`config.mk`:
```
export PLATFORM = sky130hd
export DESIGN_NAME = crc_mc
export DESIGN_NICKNAME = d
export VERILOG_FILES = /design/src/rtl/crc_mc.sv
export SDC_FILE = /design/constraint.sdc
export NUM_CORES = 1
export LEC_CHECK = 0
export CAP_MARGIN = 30
export CORE_UTILIZATION = 49
export CTS_CLUSTER_SIZE = 20
export DETAILED_ROUTE_END_ITERATION = 10
export PLACE_DENSITY = 0.68
export SLEW_MARGIN = 20
export SYNTH_ARGS = -nofsm -noshare
export SYNTH_HDL_FRONTEND = slang
export SYNTH_SLANG_ARGS = --single-unit
```
`constraint.sdc`:
```
create_clock -name clk -period 14.7 [get_ports clk]
set_input_delay 1.47 -clock clk [delete_from_list [all_inputs] [get_ports clk]]
set_output_delay 1.47 -clock clk [all_outputs]
set_load 0.02 [all_outputs]
```
`src/rtl/crc_mc.sv`:
```
// crc_mc: multi-channel CRC-32 engine with per-channel running state,
// frame delimiting, partial tail words and a valid/ready result stage.
// Optional feature macro: CRC_CHECK_EN (adds exp_crc input and crc_err flag).
module crc_mc #(
  parameter int unsigned DW     = 32,
  parameter int unsigned NCH    = 4,
  parameter logic [31:0] POLY   = 32'h04C11DB7,
  parameter logic [31:0] SEED   = 32'h52325032,
  parameter logic [31:0] XOROUT = 32'h00000000,
  localparam int unsigned CW    = (NCH > 1) ? $clog2(NCH) : 1,
  localparam int unsigned NBW   = $clog2(DW / 8) + 1
) (
  input  logic            clk,
  input  logic            crc_rst_n,
  input  logic            in_valid,
  output logic            in_ready,
  input  logic [CW-1:0]   in_ch,
  input  logic            in_sof,
  input  logic            in_eof,
  input  logic [NBW-1:0]  in_nbytes,
  input  logic [DW-1:0]   data_in,
  output logic            out_valid,
  input  logic            out_ready,
  output logic [CW-1:0]   out_ch,
  output logic [31:0]     crc_out
`ifdef CRC_CHECK_EN
  ,
  input  logic [31:0]     exp_crc,
  output logic            crc_err
`endif
);

  localparam int unsigned NB = DW / 8;

  logic [31:0]    st_q [NCH];
  logic [31:0]    st_d [NCH];
  logic           out_valid_q, out_valid_d;
  logic [CW-1:0]  out_ch_q, out_ch_d;
  logic [31:0]    crc_out_q, crc_out_d;
`ifdef CRC_CHECK_EN
  logic           crc_err_q, crc_err_d;
`endif

  logic           accept_c;
  logic           ch_ok_c;
  logic [31:0]    base_c;
  logic [31:0]    new_c;
  logic [NBW-1:0] nproc_c;

  // One byte of MSB-first, non-reflected CRC division.
  function automatic logic [31:0] crc_byte(input logic [31:0] crc, input logic [7:0] b);
    logic [31:0] c;
    c = crc;
    for (int i = 7; i >= 0; i--) begin
      if (c[31] ^ b[i]) c = {c[30:0], 1'b0} ^ POLY;
      else              c = {c[30:0], 1'b0};
    end
    return c;
  endfunction

  // Backpressure is global: a pending result blocks every channel.
  assign in_ready = !out_valid_q || out_ready;
  assign accept_c = in_valid && in_ready;

  // Channel decode and base value; out-of-range channels are flagged invalid.
  always_comb begin
    ch_ok_c = 1'b0;
    base_c  = SEED;
    for (int c = 0; c < NCH; c++) begin
      if (in_ch == CW'(c)) begin
        ch_ok_c = 1'b1;
        if (!in_sof) base_c = st_q[c];
      end
    end
  end

  // Number of lanes to fold in: full word, or clamped tail count on eof.
  always_comb begin
    nproc_c = NBW'(NB);
    if (in_eof && (in_nbytes < NBW'(NB))) nproc_c = in_nbytes;
  end

  // Byte-serial CRC over the processed lanes, top lane first.
  always_comb begin
    new_c = base_c;
    for (int k = 0; k < NB; k++) begin
      if (NBW'(k) < nproc_c) new_c = crc_byte(new_c, data_in[DW-1-8*k -: 8]);
    end
  end

  // Next-state for channel state and the result register.
  always_comb begin
    st_d        = st_q;
    out_valid_d = out_valid_q;
    out_ch_d    = out_ch_q;
    crc_out_d   = crc_out_q;
`ifdef CRC_CHECK_EN
    crc_err_d   = crc_err_q;
`endif
    if (out_ready) out_valid_d = 1'b0;
    if (accept_c && ch_ok_c) begin
      for (int c = 0; c < NCH; c++) begin
        if (in_ch == CW'(c)) st_d[c] = in_eof ? SEED : new_c;
      end
      if (in_eof) begin
        out_valid_d = 1'b1;
        out_ch_d    = in_ch;
        crc_out_d   = new_c ^ XOROUT;
`ifdef CRC_CHECK_EN
        crc_err_d   = ((new_c ^ XOROUT) != exp_crc);
`endif
      end
    end
  end

  // State registers with synchronous active-low reset.
  always_ff @(posedge clk) begin
    if (!crc_rst_n) begin
      for (int c = 0; c < NCH; c++) st_q[c] <= SEED;
      out_valid_q <= 1'b0;
      out_ch_q    <= '0;
      crc_out_q   <= '0;
`ifdef CRC_CHECK_EN
      crc_err_q   <= 1'b0;
`endif
    end else begin
      st_q        <= st_d;
      out_valid_q <= out_valid_d;
      out_ch_q    <= out_ch_d;
      crc_out_q   <= crc_out_d;
`ifdef CRC_CHECK_EN
      crc_err_q   <= crc_err_d;
`endif
    end
  end

  assign out_valid = out_valid_q;
  assign out_ch    = out_ch_q;
  assign crc_out   = crc_out_q;
`ifdef CRC_CHECK_EN
  assign crc_err   = crc_err_q;
`endif

endmodule
```
==> results of run 1 <==
[cells by family (layout without fill, tap and decap cells)]
family                    after synthesis  count (layout)  synth area share
AOI/OAI and AO/OA                     339             339             0.184
DFF                                   163             163             0.254
muxes                                  83              83            0.0866
buffers and inverters                 105             142            0.0339
xor gates and xnor gates              262             262             0.262
other                                   0               1                 0
and+or+nand+nor                       472             472             0.179
[final cells by class]
type	count	area [sq um]	area share
flip-flops and latches	163	3260	0.227
clock buffers	18	439	0.0305
clock inverters	14	166	0.0116
inverters	11	41.3	0.00287
diodes	1	2.50	0.000174
repair buffers	99	921	0.0639
multi-input cells	1156	9160	0.636
well taps	330	413	0.0287
[synthesized netlist by cell type, types with 8 or more instances]
| library cell | instances |
|---|---|
| sky130_fd_sc_hd__a211oi_1 | 11 |
| sky130_fd_sc_hd__a21boi_0 | 36 |
| sky130_fd_sc_hd__a21oi_1 | 61 |
| sky130_fd_sc_hd__a22oi_1 | 17 |
| sky130_fd_sc_hd__and2_1 | 43 |
| sky130_fd_sc_hd__and3_1 | 8 |
| sky130_fd_sc_hd__clkbuf_1 | 78 |
| sky130_fd_sc_hd__dfxtp_1 | 163 |
| sky130_fd_sc_hd__inv_1 | 11 |
| sky130_fd_sc_hd__mux2i_1 | 54 |
| sky130_fd_sc_hd__mux4_2 | 21 |
| sky130_fd_sc_hd__nand2_1 | 194 |
| sky130_fd_sc_hd__nand2b_1 | 14 |
| sky130_fd_sc_hd__nand3_1 | 28 |
| sky130_fd_sc_hd__nor2_1 | 86 |
| sky130_fd_sc_hd__nor2b_1 | 24 |
| sky130_fd_sc_hd__nor3_1 | 15 |
| sky130_fd_sc_hd__nor3b_1 | 17 |
| sky130_fd_sc_hd__o211a_1 | 8 |
| sky130_fd_sc_hd__o211ai_1 | 34 |
| sky130_fd_sc_hd__o21ai_0 | 70 |
| sky130_fd_sc_hd__o22ai_1 | 10 |
| sky130_fd_sc_hd__o31ai_1 | 25 |
| sky130_fd_sc_hd__xnor2_1 | 136 |
| sky130_fd_sc_hd__xnor2_2 | 17 |
| sky130_fd_sc_hd__xnor3_1 | 45 |
| sky130_fd_sc_hd__xor2_1 | 40 |
| sky130_fd_sc_hd__xor2_2 | 8 |
[state kept, by name, indices dropped and copies added, names as in the netlist]
signal     flops
crc_out       32
st_q         128
out_valid      1
out_ch         2
[worst max-delay path, cell delays in order]
cell and delay (ns):
sky130_fd_sc_hd__clkdlybuf4s50_1 0.87, sky130_fd_sc_hd__nand2b_1 0.47, sky130_fd_sc_hd__o22ai_2 0.34, sky130_fd_sc_hd__xor2_1 0.72, sky130_fd_sc_hd__xnor2_1 0.38, sky130_fd_sc_hd__xnor3_1 0.55, sky130_fd_sc_hd__o211ai_1 0.31, sky130_fd_sc_hd__a21oi_1 0.11
sky130_fd_sc_hd__o41ai_1 0.44, sky130_fd_sc_hd__nand3_2 0.27, sky130_fd_sc_hd__xor2_2 0.54, sky130_fd_sc_hd__xnor3_1 0.44, sky130_fd_sc_hd__o21a_1 0.24, sky130_fd_sc_hd__xnor2_1 0.48, sky130_fd_sc_hd__xor2_2 0.25, sky130_fd_sc_hd__xnor2_1 0.70
sky130_fd_sc_hd__a21oi_1 0.17, sky130_fd_sc_hd__o21a_1 0.21
[final timing paths]
kind	endpoint	from	slack [ns]
min reg2reg	st_q[73]	st_q[73]	0.46
max reg2reg	crc_out[24]	st_q[24]	8.05
max	crc_out[24]	in_sof	6.07
min	st_q[73]	st_q[73]	0.46
[layer usage]
metal,vias up,global-route usage,part of all wire
met5,-,0,0
met4,0,0.107,0.030
met3,61,0.0361,0.063
met2,418,0.470,0.45
met1,5212,0.420,0.46
li1,5085,-,-
[through the flow]
stage	cell area [sq um]	instances
after CTS	14400	1791
after detailed placement	13800	1759
after floorplan	12800	1424
final	14400	1792
after global routing	14400	1791
after global placement	13800	1759
==> results.txt, run 1 <==
----------------------------------------------------
[CTS]
  CTS Buf Count ... 17
  Longest Clk Path Bufs ... 2
  Post-CTS resize count ... 0
  H-tree depth reported by CTS ... 4
  Clk Tree Root Cell ... sky130_fd_sc_hd__clkbuf_16
  Clock transition at the register clock pins on the worst setup and hold paths after CTS ... approximately 0.07 ns
  Number of buffers added for setup after CTS ... 0
  CTS sink cnt ... between 150 and 200
  TritonCTS clock tree ... yes
  CTS Hold Bufs ... 0
  Clock latency at the later pin of the worst-skew pair ... around 0.43 ns

[STA]
  Share of the cycle needed by the critical path after routing ... 0.587
  Worst-case setup margin in the final layout ... 6.07 ns
  Achievable Freq ... roughly 120 MHz
  Unrepaired setup endpoints after global routing ... false
  Finish-stage setup viols ... 0
  Final worst hold slack ... 0.463 ns
  Clock Skews ... roughly 0.014 ns
  Final critical-path required period ... 8.63 ns
  Count of pins over their slew limit ... 0
  Worst Max-Slew Pin Slew ... roughly 0.91 ns
  Number of hold-slack violations in the final timing report ... 0
  Worst slew margin relative to its limit ... 0.392
  Setup tns final ... 0 ns

[Worst setup path]
  Endpoint required time on the critical path ... between 15 and 20 ns
  Arrival @ worst endpoint ... about 9 ns
  Startpoint kind of the worst setup timing path ... input pin
  Largest fanout on the critical path ... 24
  Critical Path End Type ... flop
  Worst reg2reg path depth ... 17
  Crit Path Category ... in -> reg

[Final layout]
  Relative area change from synthesis to final layout ... 12.3%
  Final core utilization ... 0.567
  Number of fillers in the final layout ... 2,347
  Highest-count cells in the layout ignoring fill and taps ... 194 x sky130_fd_sc_hd__nand2_1, 163 x sky130_fd_sc_hd__dfxtp_1, 136 x sky130_fd_sc_hd__xnor2_1, 86 x sky130_fd_sc_hd__nor2_1, 74 x sky130_fd_sc_hd__clkdlybuf4s50_1
  Fraction of layout cells with a size suffix above 1 ... 0.110
  Most common library cell in the layout ignoring fill and taps ... sky130_fd_sc_hd__nand2_1
  # nets final ... between 1,000 and 1,500

[Route]
  Wirelength per Cell ... around 22 microns
  Wire length reported by the detailed router ... just under 40,000 microns
  Routed via count ... around 11,000
  Antenna violation net count after detailed routing ... 0
  Number of vias per cell after detailed routing ... 6.01
  Post-route DRC ... 0
  Drt pass-1 iters ... 6
  Drt initial violations ... approximately 1,000

[Die]
  Die width ... around 160 microns
  Core area ... ~0.025 sq mm
  Starting utilization of the core area ... 0.505
  Y dimension of the die ... approximately 160 microns
  IO Count ... between 70 and 80
  Area of the die ... between 0.02 and 0.03 sq mm
  Rows ... between 50 and 60

[Synthesis]
  Proportion of synthesized flip-flops having asynchronous set or reset ... 0
  Netlist Area Pre-Place ... approximately 0.013 sq mm
  Post-synth top flop ... sky130_fd_sc_hd__dfxtp_1
  Synth Area per Inst ... around 9 sq um
  Count of state elements after synthesis ... between 150 and 200
  Synth top area share ... 0.254
  EDFF count, synth ... 0
  Post-synthesis cell type with the largest combined area ... sky130_fd_sc_hd__dfxtp_1
  Sequential fraction of the synthesis area ... 0.254
  Number of warnings issued by yosys ... 0
  Count of different cell masters after synthesis ... 91
  Syn Inst Count ... around 1,400
  Largest cells by area after synthesis ... sky130_fd_sc_hd__dfxtp_1 25%, sky130_fd_sc_hd__xnor2_1 9.3%, sky130_fd_sc_hd__xnor3_1 7.9%
  Number of nets in the synthesized netlist ... between 1,000 and 1,500

[Placement]
  Total half-perimeter wirelength after legalization and detailed placement ... 29,300 microns
  Gp weighted congestion ... 0.940
  IO buf count ... slightly below 80
  Setup WS pre-CTS ... 5.69 ns

[Flow run]
  Number of violations of the max-capacitance limit ... 0

[Min path]
  Type of the worst min-delay path ... reg -> reg
  Worst hold path stage count ... 2

[GRT]
  Number of global-route vias before repair ... a little under 10,000
  GRT Resource Usage Total ... 0.299
  Number of antenna violations at the first check in global routing ... 0
  Largest net degree at the start of global routing ... 85
  Total congestion overflow ... 0
  Global-route wire length before repair ... 59,700 microns

[Status]
  Result of the run ... complete, no violations

----------------------------------------------------
Power of run 1 is left out: the tool's default activity adds up to more than one toggle a clock period on the data nets, which glitch-free logic cannot reach.
==> run 2: changes to the inputs <==
--- a/config.mk
+++ b/config.mk
@@ -9,7 +9,7 @@
 export CORE_UTILIZATION = 49
 export CTS_CLUSTER_SIZE = 20
 export DETAILED_ROUTE_END_ITERATION = 10
-export PLACE_DENSITY = 0.68
+export PLACE_DENSITY = 0.7
 export SLEW_MARGIN = 20
 export SYNTH_ARGS = -nofsm -noshare
 export SYNTH_HDL_FRONTEND = slang
==> constraint.sdc (replaced) <==
create_clock -name clk -period 6.91 [get_ports clk]
set_input_delay 0.691 -clock clk [delete_from_list [all_inputs] [get_ports clk]]
set_output_delay 0.691 -clock clk [all_outputs]
set_load 0.02 [all_outputs]
==> results.txt, run 2 (same netlist as run 1, synthesis figures left out) <==
----------------------------------------------------
[Final layout]
  Relative area change from synthesis to final layout ... 17.5%
  Register ranked first by flip-flop count ... st_q
  Final non-filler cell total ... 1,878 (+4.8%)
  Design Area, Final ... 0.0151 sq mm (+4.6%)
  Max reg flops ... 128 (unchanged)
  Most common library cell in the layout ignoring fill and taps ... sky130_fd_sc_hd__nand2_1
  Fraction of layout cells with a size suffix above 1 ... 0.160 (+0.0495)
  # nets final ... 1,577 (+5.8%)
  Highest-count cells in the layout ignoring fill and taps ... 194 x sky130_fd_sc_hd__nand2_1, 163 x sky130_fd_sc_hd__dfxtp_1, 136 x sky130_fd_sc_hd__xnor2_1, 107 x sky130_fd_sc_hd__buf_4, 86 x sky130_fd_sc_hd__nor2_1

[CTS]
  Post-CTS resize count ... 0 (unchanged)
  Longest Clk Path Bufs ... 2 (unchanged)
  Number of buffers added for setup after CTS ... 0 (unchanged)
  Clock transition at the register clock pins on the worst setup and hold paths after CTS ... 0.08 ns (about the same)
  CTS Hold Bufs ... 0 (unchanged)
  TritonCTS clock tree ... yes
  CTS Buf Count ... 17 (unchanged)
  H-tree depth reported by CTS ... 4 (unchanged)
  Clock latency at the later pin of the worst-skew pair ... 0.45 ns (+0.02 ns)
  CTS sink cnt ... 163 (unchanged)
  Clk Tree Root Cell ... sky130_fd_sc_hd__clkbuf_16

[STA]
  Number of hold-slack violations in the final timing report ... 0 (unchanged)
  Finish-stage setup viols ... 0 (unchanged)
  Worst slew margin relative to its limit ... 0.389 (-0.00228)
  Clock Skews ... 0.0171 ns (+0.00288 ns)
  Worst Max-Slew Pin Slew ... 0.916 ns (+0.00993 ns)
  Final critical-path required period ... between 6 and 7 ns
  Count of pins over their slew limit ... 0 (unchanged)
  Achievable Freq ... about 150 MHz
  Unrepaired setup endpoints after global routing ... false
  Share of the cycle needed by the critical path after routing ... 0.941
  Setup tns final ... 0 ns (unchanged)

[Worst setup path]
  Largest fanout on the critical path ... 13 (-46%)
  Arrival @ worst endpoint ... 6.88 ns (-2.08 ns)
  Crit Path Category ... in -> reg
  Worst reg2reg path depth ... 17 (unchanged)
  Startpoint kind of the worst setup timing path ... input pin
  R2r setup slk ... 0.94 ns (-7.11 ns)
  Cells along the critical path ... buf_2 > buf_12 > mux2i_1 > a22oi_2 > xor2_2 > xnor2_1 > xor3_1 > o21a_1 > xnor3_2 > xnor3_1 > o211a_1 > or4_1 > nand4_1 > nor2_2 > xnor3_2 > xnor2_2 > xor3_1 > nor3_1 > o21a_1
  Crit-path max cell delay ... 0.53 ns (-0.34 ns)
  Critical Path End Type ... flop
  Endpoint required time on the critical path ... 7.29 ns (-7.74 ns)
  Slowest-stage cell, CP ... sky130_fd_sc_hd__xnor3_1

[GRT]
  Number of global-route vias before repair ... 10,500 (+5.8%)
  Largest net degree at the start of global routing ... 107 (+26%)
  Total congestion overflow ... 0 (unchanged)
  Global-route wire length before repair ... 61,700 microns (+3.3%)
  Number of antenna violations at the first check in global routing ... 1 (+1)
  GRT Resource Usage Total ... 0.306 (+0.00791)

[Route]
  Antenna violation net count after detailed routing ... 0 (unchanged)
  Wirelength per Cell ... 21.5 microns (-3.2%)
  Wire length reported by the detailed router ... 40,300 microns (+1.5%)
  Post-route DRC ... 0 (unchanged)
  Drt initial violations ... 1,162 (+17%)
  Routed via count ... 11,100 (+3.1%)
  Drt pass-1 iters ... 6 (unchanged)
  Number of vias per cell after detailed routing ... 5.92 (-1.6%)

[Die]
  Y dimension of the die ... 164 microns (unchanged)
  Area of the die ... 0.0268 sq mm (unchanged)
  Die width ... 164 microns (unchanged)
  Starting utilization of the core area ... 0.505 (unchanged)
  Core area ... 0.0254 sq mm (unchanged)
  IO Count ... 79 (unchanged)
  Rows ... 58 (unchanged)

[Placement]
  Gp weighted congestion ... 0.980 (+4.2%)
  IO buf count ... 78 (unchanged)
  Total half-perimeter wirelength after legalization and detailed placement ... 30,700 microns (+4.7%)
  DP Area ... 0.0145 sq mm (+4.8%)
  Inst Count DP ... 1,845 (+4.9%)

[Status]
  Result of the run ... complete, no violations

[Min path]
  Worst hold path stage count ... 2 (unchanged)
  Type of the worst min-delay path ... reg -> reg

[Flow run]
  Number of violations of the max-capacitance limit ... 0 (unchanged)

----------------------------------------------------
[run 2: cell types whose count changed in the layout (fill, tap and decap cells not counted)]
| cell | delta |
|---|---|
| sky130_fd_sc_hd__buf_12 | +1 |
| sky130_fd_sc_hd__buf_4 | +85 |
| sky130_fd_sc_hd__bufinv_16 | -2 |
| sky130_fd_sc_hd__clkbuf_8 | -1 |
| sky130_fd_sc_hd__clkinv_2 | -2 |
| sky130_fd_sc_hd__clkinv_4 | -1 |
| sky130_fd_sc_hd__clkinv_8 | +3 |
| sky130_fd_sc_hd__clkinvlp_4 | -1 |
| sky130_fd_sc_hd__inv_12 | +2 |
| sky130_fd_sc_hd__inv_6 | -3 |
| sky130_fd_sc_hd__inv_8 | +5 |
[run 2: per-stage QoR]
step	hold slack, ns	setup slack (ns)	util
2_1_floorplan	0.435	0.799	-
3_3_place_gp	0.446	0.141	0.569
3_5_place_dp	0.450	0.0338	0.569
4_1_cts	0.464	0.451	0.593
5_1_grt	0.486	0.177	0.593
6_report	0.466	0.407	0.594
[run 2: routing by layer]
metal  up-vias  track usage  share of wire
li1       5256            -              -
met1      5354        0.420           0.44
met4         0        0.126          0.036
met3        69       0.0576          0.075
met5         -            0              0
met2       434        0.473           0.45
[run 2: path summary, 6_finish.rpt]
check	end	startpoint
max	crc_out[8]	in_ch[1]
min	st_q[86]	st_q[86]
max reg2reg	crc_out[8]	st_q[28]
min reg2reg	st_q[86]	st_q[86]
[run 2: area by class of cell]
| cell class | instances | area [sq um] |
|---|---|---|
| Fill cell | 2254 | 10300 |
| Clock buffer | 17 | 425 |
| Timing Repair Buffer | 185 | 1580 |
| Clock inverter | 15 | 191 |
| Sequential cell | 163 | 3260 |
| Inverter | 11 | 41.3 |
| Tap cell | 330 | 413 |
| Antenna cell | 1 | 2.50 |
| Multi-Input combinational cell | 1156 | 9160 |
[run 2: worst max-delay path, delay by kind of cell]
kind,cells,cell delay [ns]
compound gates,4,0.86
xor+xnor,8,3.29
buf+inv,2,0.54
mux,1,0.40
simple gates,4,1.08
Power of run 2 is left out for the same reason.
==> run 3: changes to the inputs <==
--- a/config.mk
+++ b/config.mk
@@ -6,10 +6,10 @@
 export NUM_CORES = 1
 export LEC_CHECK = 0
 export CAP_MARGIN = 30
-export CORE_UTILIZATION = 49
+export CORE_UTILIZATION = 55
 export CTS_CLUSTER_SIZE = 20
 export DETAILED_ROUTE_END_ITERATION = 10
-export PLACE_DENSITY = 0.7
+export PLACE_DENSITY = 0.78
 export SLEW_MARGIN = 20
 export SYNTH_ARGS = -nofsm -noshare
 export SYNTH_HDL_FRONTEND = slang
==> results.txt, run 3 (same netlist as run 1, synthesis figures left out) <==
----------------------------------------------------
[Status]
  Result of the run ... complete, no violations

[STA]
  Share of the cycle needed by the critical path after routing ... 0.976 (+0.0352)
  Count of pins over their slew limit ... 0 (unchanged)
  Final critical-path required period ... 6.75 ns (+0.244 ns)
  Number of hold-slack violations in the final timing report ... 0 (unchanged)
  Achievable Freq ... 148 MHz (-3.6%)
  Clock Skews ... 0.0113 ns (-0.00582 ns)
  Worst-case setup margin in the final layout ... 0.164 ns (-0.244 ns)
  Finish-stage setup viols ... 0 (unchanged)
  Setup tns final ... 0 ns (unchanged)
  Worst Max-Slew Pin Slew ... 0.927 ns (+0.0116 ns)
  Worst slew margin relative to its limit ... 0.382 (-0.00772)

[Final layout]
  Max reg flops ... 128 (unchanged)
  Register ranked first by flip-flop count ... st_q
  # nets final ... 1,563 (-0.89%)
  Fraction of layout cells with a size suffix above 1 ... 0.153 (-0.00702)
  Highest-count cells in the layout ignoring fill and taps ... 194 x sky130_fd_sc_hd__nand2_1, 163 x sky130_fd_sc_hd__dfxtp_1, 136 x sky130_fd_sc_hd__xnor2_1, 92 x sky130_fd_sc_hd__buf_4, 86 x sky130_fd_sc_hd__nor2_1
  Design Area, Final ... 0.0150 sq mm (-0.76%)
  Final non-filler cell total ... 1,846 (-1.7%)
  ANT cells ... 0 (-1)
  Most common library cell in the layout ignoring fill and taps ... sky130_fd_sc_hd__nand2_1
  Relative area change from synthesis to final layout ... 16.6%

[Worst setup path]
  Count of cell instances traversed by the critical path ... 20 (+1)
  Crit-path max cell delay ... 0.58 ns (+0.05 ns)
  Crit Path Category ... in -> reg
  Largest fanout on the critical path ... 10 (-3)
  CP Launch Point ... in_sof
  Slowest-stage cell, CP ... sky130_fd_sc_hd__clkdlybuf4s50_1
  RR Startpoint ... st_q[63]
  Critical path capture point ... st_q[44]
  Worst reg2reg path depth ... 17 (unchanged)
  Destination of the worst register-to-register timing path ... st_q[101]
  Arrival @ worst endpoint ... 7.01 ns (+0.13 ns)
  Startpoint kind of the worst setup timing path ... input pin
  Endpoint required time on the critical path ... 7.18 ns (-0.11 ns)
  Cells along the critical path ... clkdlybuf4s50_1 > or2_1 > o22a_2 > xnor3_1 > mux2i_1 > xor2_2 > xnor3_1 > xnor3_1 > o21ai_2 > xnor2_2 > xnor2_2 > xnor3_1 > o21a_1 > xnor2_1 > buf_4 > xor2_2 > xnor3_2 > xnor2_1 > buf_4 > a31oi_1
  Most frequent cell on the critical path ... sky130_fd_sc_hd__xnor3_1
  Family with the most delay on the worst path ... XOR/XNOR gates
  R2r setup slk ... 0.92 ns (-0.02 ns)
  Critical Path End Type ... flop
  Buffer and inverter count on the worst path ... 3 (+1)

[Flow run]
  Number of violations of the max-capacitance limit ... 0 (unchanged)

[GRT]
  Total congestion overflow ... 0 (unchanged)
  Global-route wire length before repair ... 61,900 microns (+0.44%)
  GRT Resource Usage Total ... 0.342 (+0.0352)
  Number of global-route vias before repair ... 10,400 (-0.87%)
  Largest net degree at the start of global routing ... 104 (-2.8%)
  Number of antenna violations at the first check in global routing ... 0 (-1)

[Die]
  Y dimension of the die ... 155 microns (-5.5%)
  Starting utilization of the core area ... 0.563 (+0.0581)
  IO Count ... 79 (unchanged)
  Rows ... 55 (-5.2%)
  Area of the die ... 0.0239 sq mm (-11%)
  Die width ... 155 microns (-5.5%)
  Core area ... 0.0228 sq mm (-10%)

[Route]
  Drt initial violations ... 1,029 (-11%)
  Drt pass-1 iters ... 7 (+1)
  Post-route DRC ... 0 (unchanged)
  Antenna violation net count after detailed routing ... 0 (unchanged)
  Number of vias per cell after detailed routing ... 6.03 (+1.9%)
  Wirelength per Cell ... 21.9 microns (+1.8%)
  Wire length reported by the detailed router ... 40,400 microns (about the same)
  Routed via count ... 11,100 (+0.21%)

[CTS]
  CTS sink cnt ... 163 (unchanged)
  Post-CTS resize count ... 0 (unchanged)
  Clock transition at the register clock pins on the worst setup and hold paths after CTS ... 0.07 ns (about the same)
  CTS Hold Bufs ... 0 (unchanged)
  Number of buffers added for setup after CTS ... 0 (unchanged)
  CTS Buf Count ... 17 (unchanged)
  Longest Clk Path Bufs ... 2 (unchanged)
  H-tree depth reported by CTS ... 4 (unchanged)
  Clk Tree Root Cell ... sky130_fd_sc_hd__clkbuf_16
  TritonCTS clock tree ... yes
  Clock latency at the later pin of the worst-skew pair ... 0.43 ns (-0.02 ns)

[Placement]
  Inst Count DP ... 1,814 (-1.7%)
  DP Area ... 0.0143 sq mm (-0.75%)
  Total half-perimeter wirelength after legalization and detailed placement ... 30,700 microns (-0.16%)
  IO buf count ... 78 (unchanged)
  Setup WS pre-CTS ... -0.235 ns (-0.269 ns)
  Gp weighted congestion ... 1.02 (+4.4%)

[Min path]
  Type of the worst min-delay path ... reg -> reg

----------------------------------------------------
## run 3: worst reg2reg max path, cell delays in order, from the launching register on
cell and delay, ns:
sky130_fd_sc_hd__dfxtp_1 0.31, sky130_fd_sc_hd__mux2i_1 0.42, sky130_fd_sc_hd__o22ai_4 0.20, sky130_fd_sc_hd__xor2_4 0.20, sky130_fd_sc_hd__xnor2_2 0.23, sky130_fd_sc_hd__xor3_1 0.35, sky130_fd_sc_hd__o21a_1 0.27, sky130_fd_sc_hd__xnor3_2 0.57
sky130_fd_sc_hd__xnor3_1 0.52, sky130_fd_sc_hd__o211a_1 0.29, sky130_fd_sc_hd__or4_1 0.53, sky130_fd_sc_hd__nand4_1 0.22, sky130_fd_sc_hd__nor2_2 0.12, sky130_fd_sc_hd__xnor3_2 0.43, sky130_fd_sc_hd__xnor2_2 0.36, sky130_fd_sc_hd__xnor3_1 0.51
sky130_fd_sc_hd__o22ai_1 0.21, sky130_fd_sc_hd__nand2_1 0.09
## run 3: how the worst min path moves through the flow
stage	from	endpoint	cells after the start
after global routing	crc_out[2]	crc_out[2]	2
after global placement	st_q[41]	st_q[41]	2
after floorplan	st_q[73]	st_q[73]	2
after detailed placement	crc_out[2]	crc_out[2]	2
final	crc_out[21]	crc_out[21]	2
after CTS	crc_out[2]	crc_out[2]	2
## run 3: final cells by class
| type | instances | area, sq um |
|---|---|---|
| flip-flops and latches | 163 | 3260 |
| fillers | 1888 | 7820 |
| multi-input cells | 1156 | 9180 |
| well taps | 313 | 392 |
| inverters | 11 | 41.3 |
| clock inverters | 14 | 154 |
| clock buffers | 18 | 439 |
| repair buffers | 171 | 1490 |
## run 3: metal layers
metal  vias up  GRT usage  wire length [microns]
met2       487      0.525                  18100
met1      5360      0.481                  17600
li1       5211          -                      -
met5         -          0                      0
met4         0      0.146                   1640
met3        78     0.0468                   2960
## run 3: through the flow
stage          utilization  hold slack, ns
2_1_floorplan            -           0.435
3_3_place_gp         0.630           0.446
3_5_place_dp         0.630           0.450
4_1_cts              0.656           0.463
5_1_grt              0.657           0.481
6_report             0.657           0.461
Power of run 3 is left out for the same reason.
